File: src/rtl/rs_issue.sv
// Reservation station with tag wakeup and MSB-priority select.
// One dispatch and one issue per cycle; selection from registered state.
module rs_issue #(
   parameter int RS_SIZE = 8,
   parameter int TAG_W   = 6,
   parameter int PAY_W   = 32
) (
   input  logic                         clock,
   input  logic                         reset,
   input  logic                         dispatch_valid,
   output logic                         dispatch_ready,
   input  logic [TAG_W-1:0]             dispatch_src1,
   input  logic [TAG_W-1:0]             dispatch_src2,
   input  logic                         dispatch_rdy1,
   input  logic                         dispatch_rdy2,
   input  logic [TAG_W-1:0]             dispatch_dest,
   input  logic [PAY_W-1:0]             dispatch_payload,
   input  logic                         cdb_valid,
   input  logic [TAG_W-1:0]             cdb_tag,
   output logic                         issue_valid,
   input  logic                         issue_ready,
   output logic [TAG_W-1:0]             issue_dest,
   output logic [PAY_W-1:0]             issue_payload,
   output logic [$clog2(RS_SIZE):0]     free_count
);

   localparam int IW = $clog2(RS_SIZE);
   localparam int CW = IW + 1;

   logic [RS_SIZE-1:0] r_valid;
   logic [RS_SIZE-1:0] r_rdy1;
   logic [RS_SIZE-1:0] r_rdy2;
   logic [TAG_W-1:0]   r_src1 [RS_SIZE];
   logic [TAG_W-1:0]   r_src2 [RS_SIZE];
   logic [TAG_W-1:0]   r_dest [RS_SIZE];
   logic [PAY_W-1:0]   r_pay  [RS_SIZE];

   logic [RS_SIZE-1:0] w_elig;
   logic [IW-1:0]      w_alloc_idx;
   logic               w_alloc_any;
   logic [IW-1:0]      w_iss_idx;
   logic               w_iss_any;
   logic [CW-1:0]      w_used;
   logic               w_disp_fire;
   logic               w_iss_fire;
   logic               w_byp1;
   logic               w_byp2;

   assign w_elig = r_valid & r_rdy1 & r_rdy2;

   // Highest-index free slot, highest-index eligible slot, occupancy count
   always_comb begin
      w_alloc_idx = '0;
      w_alloc_any = 1'b0;
      w_iss_idx   = '0;
      w_iss_any   = 1'b0;
      w_used      = '0;
      for (int i = 0; i < RS_SIZE; i++) begin
         if (!r_valid[i]) begin
            w_alloc_idx = IW'(i);
            w_alloc_any = 1'b1;
         end
         if (w_elig[i]) begin
            w_iss_idx = IW'(i);
            w_iss_any = 1'b1;
         end
         w_used = w_used + CW'(r_valid[i]);
      end
   end

   assign dispatch_ready = w_alloc_any;
   assign issue_valid    = w_iss_any;
   assign issue_dest     = w_iss_any ? r_dest[w_iss_idx] : '0;
   assign issue_payload  = w_iss_any ? r_pay[w_iss_idx] : '0;
   assign free_count     = CW'(RS_SIZE) - w_used;

   assign w_disp_fire = dispatch_valid && w_alloc_any;
   assign w_iss_fire  = w_iss_any && issue_ready;
   assign w_byp1      = cdb_valid && (dispatch_src1 == cdb_tag);
   assign w_byp2      = cdb_valid && (dispatch_src2 == cdb_tag);

   // Entry state: wakeup, issue clear, dispatch write (slots never collide)
   always_ff @(posedge clock) begin
      if (reset) begin
         r_valid <= '0;
         r_rdy1  <= '0;
         r_rdy2  <= '0;
         for (int i = 0; i < RS_SIZE; i++) begin
            r_src1[i] <= '0;
            r_src2[i] <= '0;
            r_dest[i] <= '0;
            r_pay[i]  <= '0;
         end
      end else begin
         for (int i = 0; i < RS_SIZE; i++) begin
            if (cdb_valid && r_valid[i] && (r_src1[i] == cdb_tag))
               r_rdy1[i] <= 1'b1;
            if (cdb_valid && r_valid[i] && (r_src2[i] == cdb_tag))
               r_rdy2[i] <= 1'b1;
         end
         if (w_iss_fire) begin
            r_valid[w_iss_idx] <= 1'b0;
            r_rdy1[w_iss_idx]  <= 1'b0;
            r_rdy2[w_iss_idx]  <= 1'b0;
         end
         if (w_disp_fire) begin
            r_valid[w_alloc_idx] <= 1'b1;
            r_src1[w_alloc_idx]  <= dispatch_src1;
            r_src2[w_alloc_idx]  <= dispatch_src2;
            r_rdy1[w_alloc_idx]  <= dispatch_rdy1 | w_byp1;
            r_rdy2[w_alloc_idx]  <= dispatch_rdy2 | w_byp2;
            r_dest[w_alloc_idx]  <= dispatch_dest;
            r_pay[w_alloc_idx]   <= dispatch_payload;
         end
      end
   end

endmodule

File: config.mk
export PLATFORM = sky130hd
export DESIGN_NAME = rs_issue
export DESIGN_NICKNAME = d
export VERILOG_FILES = /design/src/rtl/rs_issue.sv
export SDC_FILE = /design/constraint.sdc
export NUM_CORES = 1
export LEC_CHECK = 0
export ABC_AREA = 0
export CAP_MARGIN = 20
export CORE_ASPECT_RATIO = 2
export CORE_MARGIN = 2
export CORE_UTILIZATION = 45
export DETAILED_ROUTE_END_ITERATION = 8
export MAX_ROUTING_LAYER = met4
export PLACE_DENSITY_LB_ADDON = 0.08
export SLEW_MARGIN = 0
export SYNTH_ARGS = -nofsm -noshare
export SYNTH_HDL_FRONTEND = slang
export SYNTH_SLANG_ARGS = --single-unit
File: constraint.sdc
create_clock -name clock -period 8.2 [get_ports clock]
set_input_delay 1.64 -clock clock [delete_from_list [all_inputs] [get_ports clock]]
set_output_delay 1.64 -clock clock [all_outputs]
set_load 0.02 [all_outputs]
# Word-level counts from Yosys, hierarchy flattened
# Memory sizes are Yosys's and may differ from the RTL's.
# Cells that the tools add are included.
# classes
add_sub_neg,8
mul,0
div_mod_pow,0
order_cmp,4
eq_ne,18
n_shift,0
mux,96
n_bitwise,9
reduce_logical,34
# op_table
op,count
$eq 6x6->1,18
$mux 8,9
$mux 32,2
$mux 1,61
$mux 3,16
$and 8x8->8,5
$reduce_or 32->1,1
$logic_and 1x1->1,30
$mux 6,4
$reduce_or 6->1,3
$add 4x1->4,4
$bwmux 8,2
$lt 3x4->1 const B,2
$not 8->8,1
$or 8x8->8,1
$demux 1 s3,2
$ge 3x1->1 const B,2
$add 3x1->4,1
$sub 4x4->4 const A,1
$add 2x1->3,1
$add 1x1->2,1
$or 1x1->1,2
# totals
register_bits,24
latchBits,0
mem_bits_rw,400
rom_bits,0
n_memories,4
# memory_table
name,words,word_bits,rd,rd_clocked_by_memory_dff,wr,line_no,rtl
r_pay,8,32,1,0,8,36,logic [PAY_W-1:0] r_pay [RS_SIZE];
r_dest,8,6,1,0,8,35,logic [TAG_W-1:0] r_dest [RS_SIZE];
r_src1,8,6,8,0,8,33,logic [TAG_W-1:0] r_src1 [RS_SIZE];
r_src2,8,6,8,0,8,34,logic [TAG_W-1:0] r_src2 [RS_SIZE];

# Longest topological paths before layout
# logic_depth
depth_word,19
mapped_depth,10
ltp_nobuf,8

# Least setup slack after synthesis
# Ideal clock, no wire load.
# synth_timing
kind,input -> register
startpoint,in reset
endpoint,mem r_dest[6][0] (enable)
setup_time_ns,0.416
arrival_time_ns,3.704
required_time_ns,7.784
slack_ns,4.081
cell_stages,4
cell_sequence,clkbuf_1 clkbuf_1 clkbuf_1 nand2b_1
# synth_rtl
item,line_no,rtl
from (decl),9,"input logic reset,"
to (decl),35,

# Worst setup path in the final report
# layout_timing
startpoint,reg r_valid[3]
endpoint,out issue_payload[3]
# layout_via
elab_chain_len,9
elab_cells_between_ends,14
classes_between,11 x mux; 2 x bitwise; 1 x memory
# layout_lines
item,line_no,rtl
from (decl),30,logic [RS_SIZE-1:0] r_valid;
from (signal assigned),85,r_valid <= '0;
"from (signal, indexed assignment)",102,r_valid[w_iss_idx] <= 1'b0;
"from (signal, indexed assignment)",107,r_valid[w_alloc_idx] <= 1'b1;
$and 8x8->8 * (2 in series),49,assign w_elig = r_valid & r_rdy1 & r_rdy2;
$mux 3 (5 in series),63,if (w_elig[i]) begin
$mem_v2 8x32,n/a,
$mux 32 *,74,assign issue_payload = w_iss_any ? r_pay[w_iss_idx] : '0;
to (decl),23,"output logic [PAY_W-1:0] issue_payload,"
# Mark *: on every way between the ends. The rest lies on a longest branch, timed or not.

==> implementation parameters <==
Parameter                              Value

Outcome
  Status ... finished clean

Cells and area
  Total inserted antenna cells ... 0
  Proportion of layout cells with a drive suffix above 1 ... around an eighth
  Final net count ... approximately 1600
  Layout Cell Area excl Fill ... around 23000 um^2
  P&R area growth vs syn ... 14.8%
  Number of fill cells in the layout ... 3748

Power
  Power density of the placed cells ... around 210 nW/um^2
  Lkg Pwr ... around 9.4 nW
  IR Drop Worst-Case VDD ... between 0.15 and 0.2 mV

Synth
  Cell count after synthesis ... between 1000 and 1500
  Leading register cell type out of synthesis ... sky130_fd_sc_hd__edfxtp_1
  Synth cell types ... 48
  Number of flops mapped to enable cells by yosys ... 400
  Most frequently used cell type in the post-synthesis netlist ... sky130_fd_sc_hd__edfxtp_1
  Leading cell types by total area after synthesis ... sky130_fd_sc_hd__edfxtp_1, sky130_fd_sc_hd__and3_1, sky130_fd_sc_hd__and2_1, sky130_fd_sc_hd__mux4_2, sky130_fd_sc_hd__mux2i_1
  Cell area after synthesis ... ~20000 um^2
  Number of warnings printed during yosys synthesis ... 0
  Flops & latches, synth ... roughly 420
  Async set or reset register ratio after synthesis ... 0%
  Ranking of synthesized cells by instance count ... sky130_fd_sc_hd__edfxtp_1, sky130_fd_sc_hd__and3_1, sky130_fd_sc_hd__and2_1
  Nets in the synthesized netlist ... around 1500
  Sequential fraction of the synthesis area ... around 63%
  Proportion of netlist area held by the largest area contributor ... 60.5%
  Avg Cell Area, Syn ... about 14 um^2
  Cell type with the largest total area after synthesis ... sky130_fd_sc_hd__edfxtp_1

Min path
  Type of the tightest min-delay check ... reg -> reg
  HP Start ... r_rdy1[0]$_SDFF_PP0_

STA
  Clock Skews ... 0.0180 ns
  Fmax ... between 150 and 200 MHz
  Shortest clock period the worst path allows after layout ... 5.82 ns
  Final Slew Violations ... 0
  Worst slew pin tran ... approximately 0.94 ns
  RSZ-0062 raised after global routing ... no
  Total of endpoints with negative setup slack in the final report ... 0
  Share of the cycle needed by the critical path after routing ... a little under three quarters
  Count of final hold-check violations ... 0
  Worst hold slack after final layout ... ~0.56 ns
  Slew Limit Headroom ... between 30% and 40%
  Aggregate negative setup slack ... 0 ns

Routing
  Number of remaining DRC errors ... 0
  Detailed Routing Iterations Pass 1 ... 5
  Total routed wirelength ... around 57 mm
  Post-DRT Antenna Nets ... 0
  Detailed-route wire length per cell ... about 27 um
  Total via count in the routed design ... approximately 12000
  Initial DRC Count ... roughly 750
  Detail-routed via count per cell ... 5.97

Placement
  Global placement routability congestion ... about 0.97
  Estimated wirelength of the detail-placed design ... approximately 33 mm
  Post-detailed-placement cell area ... roughly 22000 um^2
  IO Port Bufs ... 106

Worst setup path
  Data arrival time of the worst path ... 4.18 ns
  Worst setup startpoint ... r_valid[3]$_SDFF_PP0_
  Worst Setup Start Kind ... register
  Worst-path fanout max ... about 110
  CP Capture Type ... primary output
  Worst setup path category ... reg -> out
  Critical R2R Launch ... r_valid[5]$_SDFF_PP0_
  Data required time of the worst path ... approximately 6.6 ns

Floorplanning
  Die extent in y ... around 300 um
  Ports placed on the boundary ... about 110
  Starting density of the core ... a little under half
  Number of rows in the core area ... between 100 and 150
  Die outline area ... roughly 46000 um^2
  Floorplan die width ... ~150 um
  Placeable core area ... roughly 44000 um^2

GRT
  Wire length of the first global-routing pass ... 84.0 mm
  Via count of the first global-routing pass ... about 13000
  Maximum number of pins on one net before global-route repair ... roughly 120
  Overflow left after global routing ... 0
  Initial antenna violation count ... 0
  Total global-route track usage ... between 20% and 30%

CTS
  Number of hold-repair buffers added at the cts stage ... 0
  Number of resized instances in the post-cts repair step ... 0
  Post-CTS setup buffer count ... 0
  CTS max path bufs ... 3
  Clock tree from TritonCTS ... built
  Num CTS Buffers ... 39
  Clock transition time at the flip-flop clock pins of the worst setup and hold paths ... about 0.070 ns
  Number of clock sinks seen by CTS ... 424
  Worst skew pair latency ... between 0.5 and 0.6 ns
  Root cell of the clock tree ... sky130_fd_sc_hd__clkbuf_16
  Total number of H-tree levels ... 2

Job
  Max-cap violation count ... 0
[state kept, by name (all words and copies together) (netlist names)]
signal	count
r_dest	48
r_pay	256
r_src1	48
r_rdy2	8
r_valid	8
r_rdy1	8
r_src2	48
[per-layer routing]
metal	wire, um	vias up	share of wire (%)	track usage (%)
li1	-	5543	-	-
met1	21200	6324	37	28.3
met2	31100	372	55	46.1
met3	2170	124	3.8	2.62
met4	2420	0	4.3	10.3
met5	0	-	0	-
[layout make-up]
| type | count | area (um^2) | area share, % |
|---|---|---|---|
| inverters | 11 | 41.3 | 0.181 |
| clock inverters | 25 | 265 | 1.16 |
| repair buffers | 143 | 1370 | 5.99 |
| well taps | 550 | 688 | 3.02 |
| multi-input cells | 872 | 6910 | 30.3 |
| clock buffers | 47 | 1040 | 4.55 |
| flip-flops and latches | 424 | 12500 | 54.8 |
[final timing paths]
path | to | slack, ns | depth (start not counted)
setup / recovery | issue_payload[3] | 2.38 | 8
hold / removal | r_rdy1[0]$_SDFF_PP0_ | 0.56 | 2
setup reg to reg | r_dest[1][1]$_SDFFCE_PN0P_ | 4.21 | 6
hold reg to reg | r_rdy1[0]$_SDFF_PP0_ | 0.56 | 2
[report_power, final]
group	internal [mW]	switching [mW]	leakage [nW]	total, mW
registers	2.47	0.0352	4.36	2.51
clock network	1.07	0.820	0.634	1.89
logic	0.128	0.232	4.37	0.360
total	3.67	1.09	9.37	4.76
[metrics by stage]
| step | total power, mW | std cells | setup slack (ns) | util [%] |
|---|---|---|---|---|
| after floorplan | 2.74 | 1424 | 4.08 | - |
| final | 4.76 | 2072 | 2.38 | 52.4 |
| after global routing | 4.89 | 2072 | 2.19 | 52.4 |
| after global placement | 2.91 | 1999 | 2.97 | 49.4 |
| after detailed placement | 2.92 | 2000 | 2.93 | 49.4 |
| after CTS | 4.79 | 2072 | 2.35 | 52.4 |
[critical path, stage by stage (launching register included)]
cell and delay, ns:
sky130_fd_sc_hd__dfxtp_1 0.39, sky130_fd_sc_hd__nand3_1 0.29, sky130_fd_sc_hd__o21ai_0 0.25, sky130_fd_sc_hd__a31oi_4 0.31, sky130_fd_sc_hd__buf_12 0.61, sky130_fd_sc_hd__mux4_2 0.59
sky130_fd_sc_hd__o22ai_1 0.36, sky130_fd_sc_hd__a211oi_1 0.10, sky130_fd_sc_hd__clkdlybuf4s50_1 0.57
[placed cells by master, fill, tap and decap left out, types with 11 or more instances in the layout]
cell type / n
sky130_fd_sc_hd__buf_4: 35
sky130_fd_sc_hd__clkbuf_16: 40
sky130_fd_sc_hd__inv_1: 11
sky130_fd_sc_hd__mux2_2: 25
sky130_fd_sc_hd__nand2_1: 34
sky130_fd_sc_hd__nand3_1: 13
sky130_fd_sc_hd__and2_1: 150
sky130_fd_sc_hd__dfxtp_1: 24
sky130_fd_sc_hd__mux4_2: 38
sky130_fd_sc_hd__clkdlybuf4s50_1: 105
sky130_fd_sc_hd__and3_1: 254
sky130_fd_sc_hd__edfxtp_1: 400
sky130_fd_sc_hd__o22ai_1: 39
sky130_fd_sc_hd__o2bb2ai_1: 13
sky130_fd_sc_hd__nor4_1: 18
sky130_fd_sc_hd__xnor2_1: 54
sky130_fd_sc_hd__a211oi_1: 39
sky130_fd_sc_hd__mux2i_1: 51
sky130_fd_sc_hd__xor2_1: 54
sky130_fd_sc_hd__a41oi_1: 14
[cells by family (layout without fill, tap and decap cells)]
| family | count (synthesis) | after routing | share of synthesized area (%) |
|---|---|---|---|
| and+or+nand+nor | 503 | 503 | 15.2 |
| muxes | 114 | 114 | 8.29 |
| DFF | 424 | 424 | 62.9 |
| xor gates and xnor gates | 108 | 108 | 4.76 |
| buffers and inverters | 128 | 226 | 2.98 |
| AOI/OAI and AO/OA | 137 | 137 | 5.08 |
| adders and majority gates | 10 | 10 | 0.781 |
No activity file was read; power rests on OpenSTA's default activity.
